## src/rtl/pwm_multichannel.sv

```systemverilog
// N-channel PWM: one shared prescaled period counter, double-buffered per-channel duty.
// Latency: pwm_out/period_end are registered, 1 clk after cnt/en; no backpressure (writes always accepted).
module pwm_multichannel #(
  parameter int N_CH        = 4,
  parameter int CNT_W       = 8,
  parameter int PRESC_DIV   = 1,
  parameter bit ACTIVE_HIGH = 1'b1,
  localparam int CH_W       = (N_CH > 1) ? $clog2(N_CH) : 1,
  localparam int PRESC_W    = (PRESC_DIV > 1) ? $clog2(PRESC_DIV) : 1
) (
  input  logic             clk,
  input  logic             rst_n,
  input  logic [CNT_W-1:0] period,
  input  logic             wr_en,
  input  logic [CH_W-1:0]  wr_ch,
  input  logic [CNT_W-1:0] wr_duty,
  input  logic [N_CH-1:0]  en,
  output logic [N_CH-1:0]  pwm_out,
  output logic             period_end
);

  localparam logic [N_CH-1:0] IDLE = ACTIVE_HIGH ? '0 : '1;

  logic [PRESC_W-1:0] presc;
  logic [CNT_W-1:0]   cnt;
  logic [CNT_W-1:0]   p_act;
  logic [CNT_W-1:0]   shadow   [N_CH];
  logic [CNT_W-1:0]   duty_act [N_CH];
  logic               tick;
  logic               p_zero;
  logic               boundary;
  logic               wr_ok;
  logic [N_CH-1:0]    raw;

  assign tick     = (presc == PRESC_W'(PRESC_DIV - 1));
  assign p_zero   = (p_act == '0);
  // A zero period keeps the counter parked and reloads on every tick, so reset self-starts.
  assign boundary = tick && (p_zero || (cnt == p_act - CNT_W'(1)));
  assign wr_ok    = wr_en && (32'(wr_ch) < N_CH);

  always_comb begin
    raw = '0;
    for (int i = 0; i < N_CH; i++) begin
      raw[i] = en[i] && !p_zero && (cnt < duty_act[i]);
    end
  end

  always_ff @(posedge clk) begin
    if (!rst_n) begin
      presc      <= '0;
      cnt        <= '0;
      p_act      <= '0;
      period_end <= 1'b0;
      pwm_out    <= IDLE;
      for (int i = 0; i < N_CH; i++) begin
        shadow[i]   <= '0;
        duty_act[i] <= '0;
      end
    end else begin
      presc <= tick ? '0 : presc + PRESC_W'(1);

      if (boundary) begin
        cnt   <= '0;
        p_act <= period;
      end else if (tick) begin
        cnt <= cnt + CNT_W'(1);
      end

      // duty_act takes the pre-write shadow, so a write on the boundary edge waits a full period.
      for (int i = 0; i < N_CH; i++) begin
        if (boundary) duty_act[i] <= shadow[i];
      end
      if (wr_ok) shadow[wr_ch] <= wr_duty;

      pwm_out    <= ACTIVE_HIGH ? raw : ~raw;
      period_end <= boundary && !p_zero;
    end
  end

endmodule

```

## config.mk

```make
export PLATFORM = sky130hd
export DESIGN_NAME = pwm_multichannel
export DESIGN_NICKNAME = d
export VERILOG_FILES = /design/src/rtl/pwm_multichannel.sv
export SDC_FILE = /design/constraint.sdc
export NUM_CORES = 1
export LEC_CHECK = 0
export ABC_AREA = 0
export ABC_CLOCK_PERIOD_IN_PS = 5480
export BUFFER_PORTS_ARGS = -buffer_cell sky130_fd_sc_hd__buf_2
export CORE_MARGIN = 1
export CORE_UTILIZATION = 30
export CTS_BUF_LIST = sky130_fd_sc_hd__clkbuf_16
export DETAILED_ROUTE_END_ITERATION = 12
export GPL_TIMING_DRIVEN = 0
export HOLD_SLACK_MARGIN = 0.02
export PLACE_DENSITY = 0.51
export SLEW_MARGIN = 15
export SYNTH_ARGS = -nofsm -noshare
export SYNTH_HDL_FRONTEND = slang
export SYNTH_SLANG_ARGS = --single-unit
```

## constraint.sdc

```tcl
create_clock -name clk -period 5.48 [get_ports clk]
set_clock_uncertainty 0.2 [all_clocks]
set_input_delay 0 -clock clk [delete_from_list [all_inputs] [get_ports clk]]
set_output_delay 0 -clock clk [all_outputs]
set_load 0.01 [all_outputs]
```

==> results of run 1 <==
[worst register-to-register path: stages (launching register included)]
cell and delay [ns]:
dfxtp_1 0.44, inv_1 0.07, ha_1 0.24, and2b_2 0.24, a21oi_1 0.12, and4bb_1 0.23, a41oi_1 0.56, nand2_2 0.69
[worst paths after layout]
path                         end  slack, ns
hold / removal          p_act[5]       0.22
hold reg to reg   duty_act[2][7]       0.32
setup / recovery  duty_act[1][5]       2.21
setup reg to reg  duty_act[1][5]       2.21
[sequential cells by signal, indices dropped and copies added (netlist names)]
register	count
shadow	32
presc	1
p_act	8
duty_act	32
pwm_out	4
cnt	8
period_end	1
[power breakdown]
group	leakage (nW)	internal, mW	switching, mW
logic	1.24	0.216	0.252
clock network	0.147	0.355	0.257
registers	0.830	0.846	0.0531
[routing by layer]
metal | part of all wire | vias up | routed length [µm] | GRT usage
met5 | 0 | - | 0 | 0
met1 | 0.49 | 1131 | 3907 | 0.1619
met4 | 0.023 | 0 | 186 | 0.05547
li1 | - | 1326 | - | -
met2 | 0.46 | 35 | 3656 | 0.1922
met3 | 0.026 | 15 | 206 | 0.02969
[cells by family after synthesis]
logic type / Yosys count / synth area share
and+or+nand+nor: 129 / 0.1869
DFF: 86 / 0.5711
AOI/OAI and AO/OA: 40 / 0.07441
buffers and inverters: 37 / 0.03902
adders and majority gates: 30 / 0.09074
xor gates and xnor gates: 14 / 0.02964
muxes: 3 / 0.007260
other: 1 / 0.0009066
[synthesized netlist by cell type, types with 2 or more instances]
cell / n / area, µm²
nor2b_1: 3 / 18.77
a22o_1: 6 / 52.55
a21o_1: 20 / 150.1
nand2_1: 13 / 48.80
and2_1: 46 / 287.8
nand4_1: 2 / 12.51
nor3b_1: 2 / 15.01
a41oi_1: 5 / 43.79
ha_1: 30 / 375.4
o31ai_1: 2 / 15.01
dfxtp_1: 22 / 440.4
clkbuf_1: 3 / 11.26
xor2_1: 6 / 52.55
nand4b_1: 5 / 43.79
and3_1: 10 / 62.56
a21oi_1: 3 / 15.01
nand3_1: 6 / 30.03
xnor2_1: 8 / 70.07
and2_2: 11 / 82.58
buf_6: 3 / 33.78
nand2b_1: 10 / 62.56
nor2_1: 11 / 41.29
edfxtp_1: 64 / 1922
inv_1: 31 / 116.4
mux2i_1: 3 / 30.03
nor3_1: 5 / 25.02
[metrics by stage]
stage / hold WS, ns / power, mW / cell area, µm²
floorplan: -0.07431 / 1.239 / 4136
global placement: 0.01602 / 1.365 / 4502
detailed placement: 0.01151 / 1.376 / 4502
CTS: 0.2026 / 2.008 / 5061
global route: 0.2226 / 2.101 / 5061
finish: 0.2178 / 1.980 / 5061
[cell type report]
type / instances / area [µm²] / share of cell area
Buffer: 6 / 45.04 / 0.008900
Clock buffer: 9 / 225.2 / 0.04450
Clock inverter: 7 / 73.82 / 0.01459
Inverter: 31 / 116.4 / 0.02299
Multi-Input combinational cell: 217 / 1613 / 0.3187
Sequential cell: 86 / 2362 / 0.4668
Tap cell: 176 / 220.2 / 0.04351
Timing Repair Buffer: 55 / 405.4 / 0.08010
[placed cells by master, fill, tap and decap left out, types with 8 or more instances in the layout]
master         instances
a21o_1                20
and2_1                46
and2_2                11
and3_1                10
buf_2                 29
clkbuf_16              9
dfxtp_1               22
dlygate4sd3_1         26
edfxtp_1              64
ha_1                  30
inv_1                 31
nand2_1               13
nand2b_1              10
nor2_1                11
xnor2_1                8
==> metrics.txt, run 1 <==
R2R depth=7; Ant. Diodes=0; maxcap violations=0; R2R Path Start=p_act[0]; Initial Utilization=0.3099; Final period util=0.5964; #FFs+latches synth=86; vias in the first global route=2572; CTS tree=yes; pwr dens=391.1 nW/µm²; worst-skew pair later-pin latency=0.34 ns; Port Buffers=29; EDFF count, synth=64; worst min path class=input port to register; Crit Path Class=register to register; Setup TNS=0 ns; syn nets=395; leak pwr=2.218 nW; Synth cell types=36; CP arrival=2.94 ns; Worst IR Drop VDD=0.1506 mV; largest net degree at the start of global routing=41; Tot GR Track Use=0.1233; Mapped Cells=340; WL/cell=13.56 µm; Slew HR=0.3907; Final setup viols=0; CP cell instances=inv_1 -> ha_1 -> and2b_2 -> a21oi_1 -> and4bb_1 -> a41oi_1 -> nand2_2; Pre-Repair DR Iteration Count=4; Peak Freq=306.0 MHz; DR iter-0 viols=134; cell depth of the worst setup path=7; Util after Layout=0.3792; delay-heaviest family, CP=simple AND/OR/NAND/NOR gates; I/O pins=30; DP HPWL=5721 µm; area delta synth->final=22.35%; Fillers=1340; Post-CTS Resized=0; CP max-delay cell=nand2_2; Post-Syn Area=4136 µm²; gpl congestion=0.7332; # hold bufs at CTS=26; drt via density=4.271; hold path cells=3; Place WS=2.173 ns; CTS buffer count=9; fin. max-slew vios=0; Die Y=119.4 µm; outcome=finished, final reports clean; share of cells above drive strength 1=0.1484; Yosys warnings=0; dpl cells=545; H-tree levels=3; Die Footprint=14260 µm²; post-route non-filler standard cell count=587; post-synthesis sequential area ratio=0.5711; final number of hold-violating endpoints=0; Worst EP required=5.16 ns; # rows=42; hold path start=period[5]; Slew @ Worst Pin=0.9108 ns; first-pass GRT wire length=13320 µm; Crit. End Element=register; antenna violations before repair=0; Most used DFF post-synth=edfxtp_1; Clock Tree Root=clkbuf_16; Clock Pin Slew Worst Setup and Hold Paths=0.06 ns; worst-case clock buffer depth=2; CP peak stage delay=0.69 ns; Worst Setup SP=p_act[0]; Die X=119.4 µm; Period minus WS final=3.268 ns; asr flop ratio synth=0; worst-path fanout max=40; GRT overflow=0; drt drc=0; Final nets=461; Final ANT Viol Nets=0; Avg Inst Size Synth=12.17 µm²; crit start category=register; RSZ-0062 raised after global routing=no; overall routed net length=7957 µm; Core ar.=13350 µm²; postcts setup bufs=0; vias post-DR=2507; CP Buf/Inv Count=1; CTS sink cnt=86; PnR worst setup slack=2.212 ns
No activity file was read; power rests on OpenSTA's default activity.
==> inputs of run 2 (changes only) <==
Settings changed: ABC_CLOCK_PERIOD_IN_PS 5480 to 3000, PLACE_DENSITY 0.51 to 0.53.
Clock period 5.48 ns to 3 ns, I/O delays scaled along.
==> run 2 against run 1 <==
Hold slack lost 0.18 ns. Critical path depth rose by 2. Total power is 82% higher. Highest routed layer unchanged. First-iteration DRC count is 13% higher. Die area stayed put. Largest cell class unchanged. Largest power group unchanged. Final cell count fell by 0.68%.
==> metrics.txt, run 2 (synthesis results as in run 1) <==
Initial Utilization=0.3099 (unchanged); PnR worst setup slack=0.09274 ns (-2.119 ns); Worst IR Drop VDD=0.3261 mV (+120%); CTS buffer count=9 (unchanged); biggest regs=duty_act: 32 flops, shadow: 32 flops; Pre-Repair DR Iteration Count=4 (unchanged); Psw=1.017 mW (+81%); Core ar.=13350 µm² (unchanged); DP HPWL=5798 µm (+1.3%); crit start category=register; dpl cells=545 (unchanged); DR iter-0 viols=151 (+13%); maxcap violations=0 (unchanged); Final period util=0.9691 (+0.3727); Worst EP required=3.00 ns (-2.16 ns); CP peak stage delay=0.44 ns (-0.25 ns); vias in the first global route=2522 (-1.9%); CP max-delay cell=o31ai_1; Crit Path Class=register to register; Tot GR Track Use=0.1187 (-0.004638); Slew @ Worst Pin=0.8366 ns (-0.07420 ns); GRT overflow=0 (unchanged); CTS tree=yes; Port Buffers=29 (unchanged); commonest non-fill, non-tap cell in the layout=edfxtp_1; first-pass GRT wire length=12790 µm (-3.9%); CTS sink cnt=86 (unchanged); WL/cell=13.51 µm (-0.34%); leak pwr=2.191 nW (-1.2%); area delta synth->final=21.87%; R2R Path Start=p_act[0]; Fillers=1308 (-2.4%); Final nets=458 (-0.65%); largest net degree at the start of global routing=41 (unchanged); CP endpoint=duty_act[1][5]; outcome=finished, final reports clean; Clock Tree Root=clkbuf_16; Clock Pin Slew Worst Setup and Hold Paths=0.06 ns (about the same); Reg power frac=0.458 (+0.004); CP cell instances=inv_1 -> ha_1 -> nand2b_1 -> o211a_1 -> o31ai_1 -> nand4_1 -> a21oi_2 -> clkbuf_1 -> and2_2; worst-skew pair later-pin latency=0.34 ns (about the same); Worst Setup SP=p_act[0]; overall routed net length=7876 µm (-1.0%); Final setup viols=0 (unchanged); reg2reg end=duty_act[1][5]; Die Footprint=14260 µm² (unchanged); Die X=119.4 µm (unchanged); met2 usage=0.1937 (+0.001453); postcts setup bufs=0 (unchanged); share of cells above drive strength 1=0.1499 (+0.001459); I/O pins=30 (unchanged); Die Y=119.4 µm (unchanged); # rows=42 (unchanged); Crit. End Element=register; worst min path class=input port to register; Final ANT Viol Nets=0 (unchanged); most frequent cells in the layout=edfxtp_1, and2_1, inv_1; Int Power=2.579 mW (+82%); final number of hold-violating endpoints=0 (unchanged); Place WS=-0.2424 ns (-2.415 ns); worst-case clock buffer depth=2 (unchanged); global routing's busiest layer=met2; worst-path fanout max=10 (-75%); Comb pwr share=0.243 (+0.006); Reg area=2362 µm² (unchanged); Multi-input gate area=1634 µm² (+1.3%); drt drc=0 (unchanged); CP arrival=2.91 ns (-0.03 ns); antenna violations before repair=0 (unchanged); Period minus WS final=2.907 ns (-0.3609 ns); gpl congestion=0.7328 (about the same); R2R setup slack=0.09 ns (-2.12 ns); M3 GR Usage=0.03592 (+0.006226); drt via density=4.268 (about the same); Clk network pwr share=0.300 (-0.009); R2R depth=9 (+2); Ant. Diodes=0 (unchanged); H-tree levels=3 (unchanged); switching share of total power=0.2828 (-0.001566); M1 GR Usage=0.1509 (-0.01102); pwr dens=713.4 nW/µm² (+82%); Slew HR=0.4411 (+0.05041); post-route non-filler standard cell count=583 (-0.68%); Peak Freq=344.0 MHz (+12%); fin. max-slew vios=0 (unchanged); vias post-DR=2488 (-0.76%)
## run 2: cell count changes in the layout (fill, tap and decap cells not counted), sizes merged
| cell | previous run | this run |
|---|---|---|
| clkinvlp | 0 | 2 |
| clkinv | 5 | 2 |
| dlygate4sd3 | 26 | 23 |
## run 2: worst max-delay path: cells and delay by family (launching register included)
family	cells	cell delay [ns]
DFF	1	0.43
adders and majority gates	1	0.23
AOI/OAI and AO/OA	3	0.84
and+or+nand+nor	3	0.65
buffers and inverters	2	0.41
## run 2: layer usage
metal	routed length [µm]	part of all wire
met2	3652	0.46
met3	244	0.031
met1	3899	0.50
met4	79	0.010
met5	0	0
## run 2: final cells by class
type,count,area share
buffer,6,0.008935
clock buffer,9,0.04468
sequential,86,0.4686
inverter,31,0.02308
multi-input combinational,217,0.3242
clock inverter,6,0.01241
tap,176,0.04368
timing repair buffer,52,0.07446
## run 2: how the worst min path moves through the flow
stage                   start            to  depth (start not counted)
finish               wr_ch[1]  shadow[0][5]                          3
global route         wr_ch[1]  shadow[1][7]                          3
CTS                  wr_ch[1]  shadow[0][5]                          3
detailed placement  period[3]      p_act[3]                          2
global placement    period[3]      p_act[3]                          2
floorplan           period[2]      p_act[2]                          1
## run 2: power by group through the flow
stage	combinational, mW	clock, mW	sequential [mW]
final	0.872	1.08	1.65
after global routing	0.996	1.15	1.68
after CTS	0.877	1.11	1.65
after detailed placement	0.835	0	1.68
after global placement	0.815	0	1.67
after floorplan	0.615	0	1.65
## run 2: per-stage QoR
stage	hold WS, ns	power, mW	TNS, ns	utilization	cell area, µm²
floorplan	-0.07431	2.263	0	-	4136
global placement	0.01506	2.488	-7.553	0.3373	4502
detailed placement	0.01152	2.512	-8.476	0.3373	4502
CTS	0.02493	3.637	0	0.3770	5032
global route	0.04357	3.823	-0.4210	0.3777	5041
finish	0.03487	3.596	0	0.3777	5041
## run 2: what timing repair did
item	CTS	global route
endpoints found under the setup margin	40	32
hold buffers	23	0
resized for setup	2	1
hold endpoints to repair	44	0
gates cloned	0	0
==> inputs of run 3 (changes only) <==
Settings changed: CELL_PAD_IN_SITES_DETAIL_PLACEMENT from default to 0, CELL_PAD_IN_SITES_GLOBAL_PLACEMENT from default to 2, PLACE_DENSITY 0.53 to default, PLACE_DENSITY_LB_ADDON from default to 0.05.
==> run 3 against run 2 <==
Count of clock-buffer cells in the layout unchanged. Core utilization shrank 0.25 points. Register-to-register slack better by 0.10 ns. Flip-flop and latch count is the same. Design area decreased by 0.67%. Clock power shrank 6%. Non-clock buffer count is 1 lower. Critical path depth down 2. Via count increased by 0.12%. First-iteration DRC count is 7.3% lower. Global-route usage rose by 1.8 points. Largest cell class unchanged.
==> metrics.txt, run 3 (synthesis results as in run 1) <==
outcome=finished, final reports clean; leak pwr=2.176 nW (-0.65%); Util after Layout=0.3751 (-0.002531); worst-skew pair later-pin latency=0.34 ns (about the same); area delta synth->final=21.05%; CTS tree=yes; GRT overflow=0 (unchanged); Crit. End Element=register; most frequent cells in the layout=edfxtp_1, and2_1, inv_1; vias post-DR=2491 (+0.12%); R2R setup slack=0.20 ns (+0.10 ns); crit start category=register; Tot GR Track Use=0.1366 (+0.01795); Clock Tree Root=clkbuf_16; Initial Utilization=0.3099 (unchanged); CP endpoint=duty_act[1][0]; antenna violations before repair=0 (unchanged); H-tree levels=3 (unchanged); gpl congestion=0.7446 (+1.6%); Clock Pin Slew Worst Setup and Hold Paths=0.06 ns (about the same); CP peak stage delay=0.56 ns (+0.12 ns); first-pass GRT wire length=14190 µm (+11%); fin. max-slew vios=0 (unchanged); total chip power=3.543 mW (-1.5%); WL/cell=14.99 µm (+11%); Worst IR Drop VDD=0.2545 mV (-22%); maxcap violations=0 (unchanged); Die Footprint=14260 µm² (unchanged); Crit Path Class=register to register; # rows=42 (unchanged); biggest regs=duty_act: 32 flops, shadow: 32 flops; CP arrival=2.61 ns (-0.30 ns); Final nets=457 (-0.22%); Die X=119.4 µm (unchanged); worst-case clock buffer depth=2 (unchanged); final number of hold-violating endpoints=0 (unchanged); Final period util=0.9343 (-0.03477); worst min path class=input port to register; Die Y=119.4 µm (unchanged); Port Buffers=29 (unchanged); Period minus WS final=2.803 ns (-0.1043 ns); Slew HR=0.4273 (-0.01376); postcts setup bufs=0 (unchanged); Worst Setup SP=p_act[0]; DR iter-0 viols=140 (-7.3%); reg2reg end=duty_act[1][0]; CTS buffer count=9 (unchanged); pwr dens=707.5 nW/µm² (-0.83%); Ant. Diodes=0 (unchanged); drt via density=4.280 (+0.29%); vias in the first global route=2616 (+3.7%); Slew @ Worst Pin=0.8572 ns (+0.02060 ns); drt drc=0 (unchanged); R2R depth=7 (-2); Final setup viols=0 (unchanged); Worst EP required=2.81 ns (-0.19 ns); CTS sink cnt=86 (unchanged); share of cells above drive strength 1=0.1502 (+0.0003692); R2R Path Start=p_act[0]; Peak Freq=356.8 MHz (+3.7%); commonest non-fill, non-tap cell in the layout=edfxtp_1; overall routed net length=8722 µm (+11%); largest net degree at the start of global routing=41 (unchanged); Core ar.=13350 µm² (unchanged); CP cell instances=inv_1 -> ha_1 -> and2b_2 -> a21oi_1 -> and4bb_1 -> a41oi_2 -> nand2_8; Fillers=1337 (+2.2%); Pre-Repair DR Iteration Count=4 (unchanged); CP max-delay cell=a41oi_2; worst-path fanout max=40 (+30); Final ANT Viol Nets=0 (unchanged); DP HPWL=6227 µm (+7.4%); I/O pins=30 (unchanged)
[run 3: worst min-delay path by stage]
stage	start	to	slack, ns	cells after the start
final	wr_ch[1]	shadow[1][6]	0.03	3
after global routing	wr_ch[1]	shadow[1][4]	0.04	3
after CTS	wr_ch[1]	shadow[1][2]	0.02	3
after detailed placement	period[5]	p_act[5]	0.01	2
after global placement	period[3]	p_act[3]	0.01	2
after floorplan	period[2]	p_act[2]	-0.07	1
[run 3: what timing repair did]
item	4_1_cts	5_1_grt
resized for setup	2	1
endpoints found under the hold margin	44	0
setup endpoints to repair	40	38
hold buffers	22	0
[run 3: layout make-up]
type	instances	area, µm²	share of cell area
plain buffers	6	45.04	0.008996
clock buffers	9	225.2	0.04498
clock inverters	6	38.79	0.007746
inverters	31	116.4	0.02324
multi-input cells	217	1634	0.3263
flip-flops and latches	86	2362	0.4718
well taps	176	220.2	0.04398
repair buffers	51	365.4	0.07296
[run 3: stage by stage]
step                instances  setup slack [ns]  cell area (µm²)  setup TNS, ns  hold WS, ns
global route              582          -0.01538             5007        -0.2980      0.03933
detailed placement        545           -0.5157             4502         -19.32      0.01416
global placement          545           -0.4638             4502         -17.12      0.01426
finish                    582            0.1971             5007              0      0.03023
CTS                       582            0.1016             4999              0      0.02224
floorplan                 340            0.2519             4136              0     -0.07431
[run 3: critical path: cells and delay by family (launching register included)]
| family | cells | cell delay, ns |
|---|---|---|
| AND/OR/NAND/NOR | 3 | 0.80 |
| buffers and inverters | 1 | 0.07 |
| AO/OA/AOI/OAI | 2 | 0.70 |
| flip-flops | 1 | 0.44 |
| adder cells (fa/ha/maj) | 1 | 0.24 |
[run 3: metal layers]
metal,wire (µm),track usage,vias to the layer above
li1,-,-,1322
met1,4262,0.1745,1121
met2,3968,0.2122,38
met3,287,0.04215,10
met4,203,0.06016,0
met5,0,0,-
[run 3: power by group]
group / leakage (nW) / total, mW / internal, mW / switching [mW]
registers: 0.830 / 1.65 / 1.54 / 0.103
clock network: 0.125 / 1.02 / 0.554 / 0.462
logic: 1.22 / 0.881 / 0.396 / 0.485
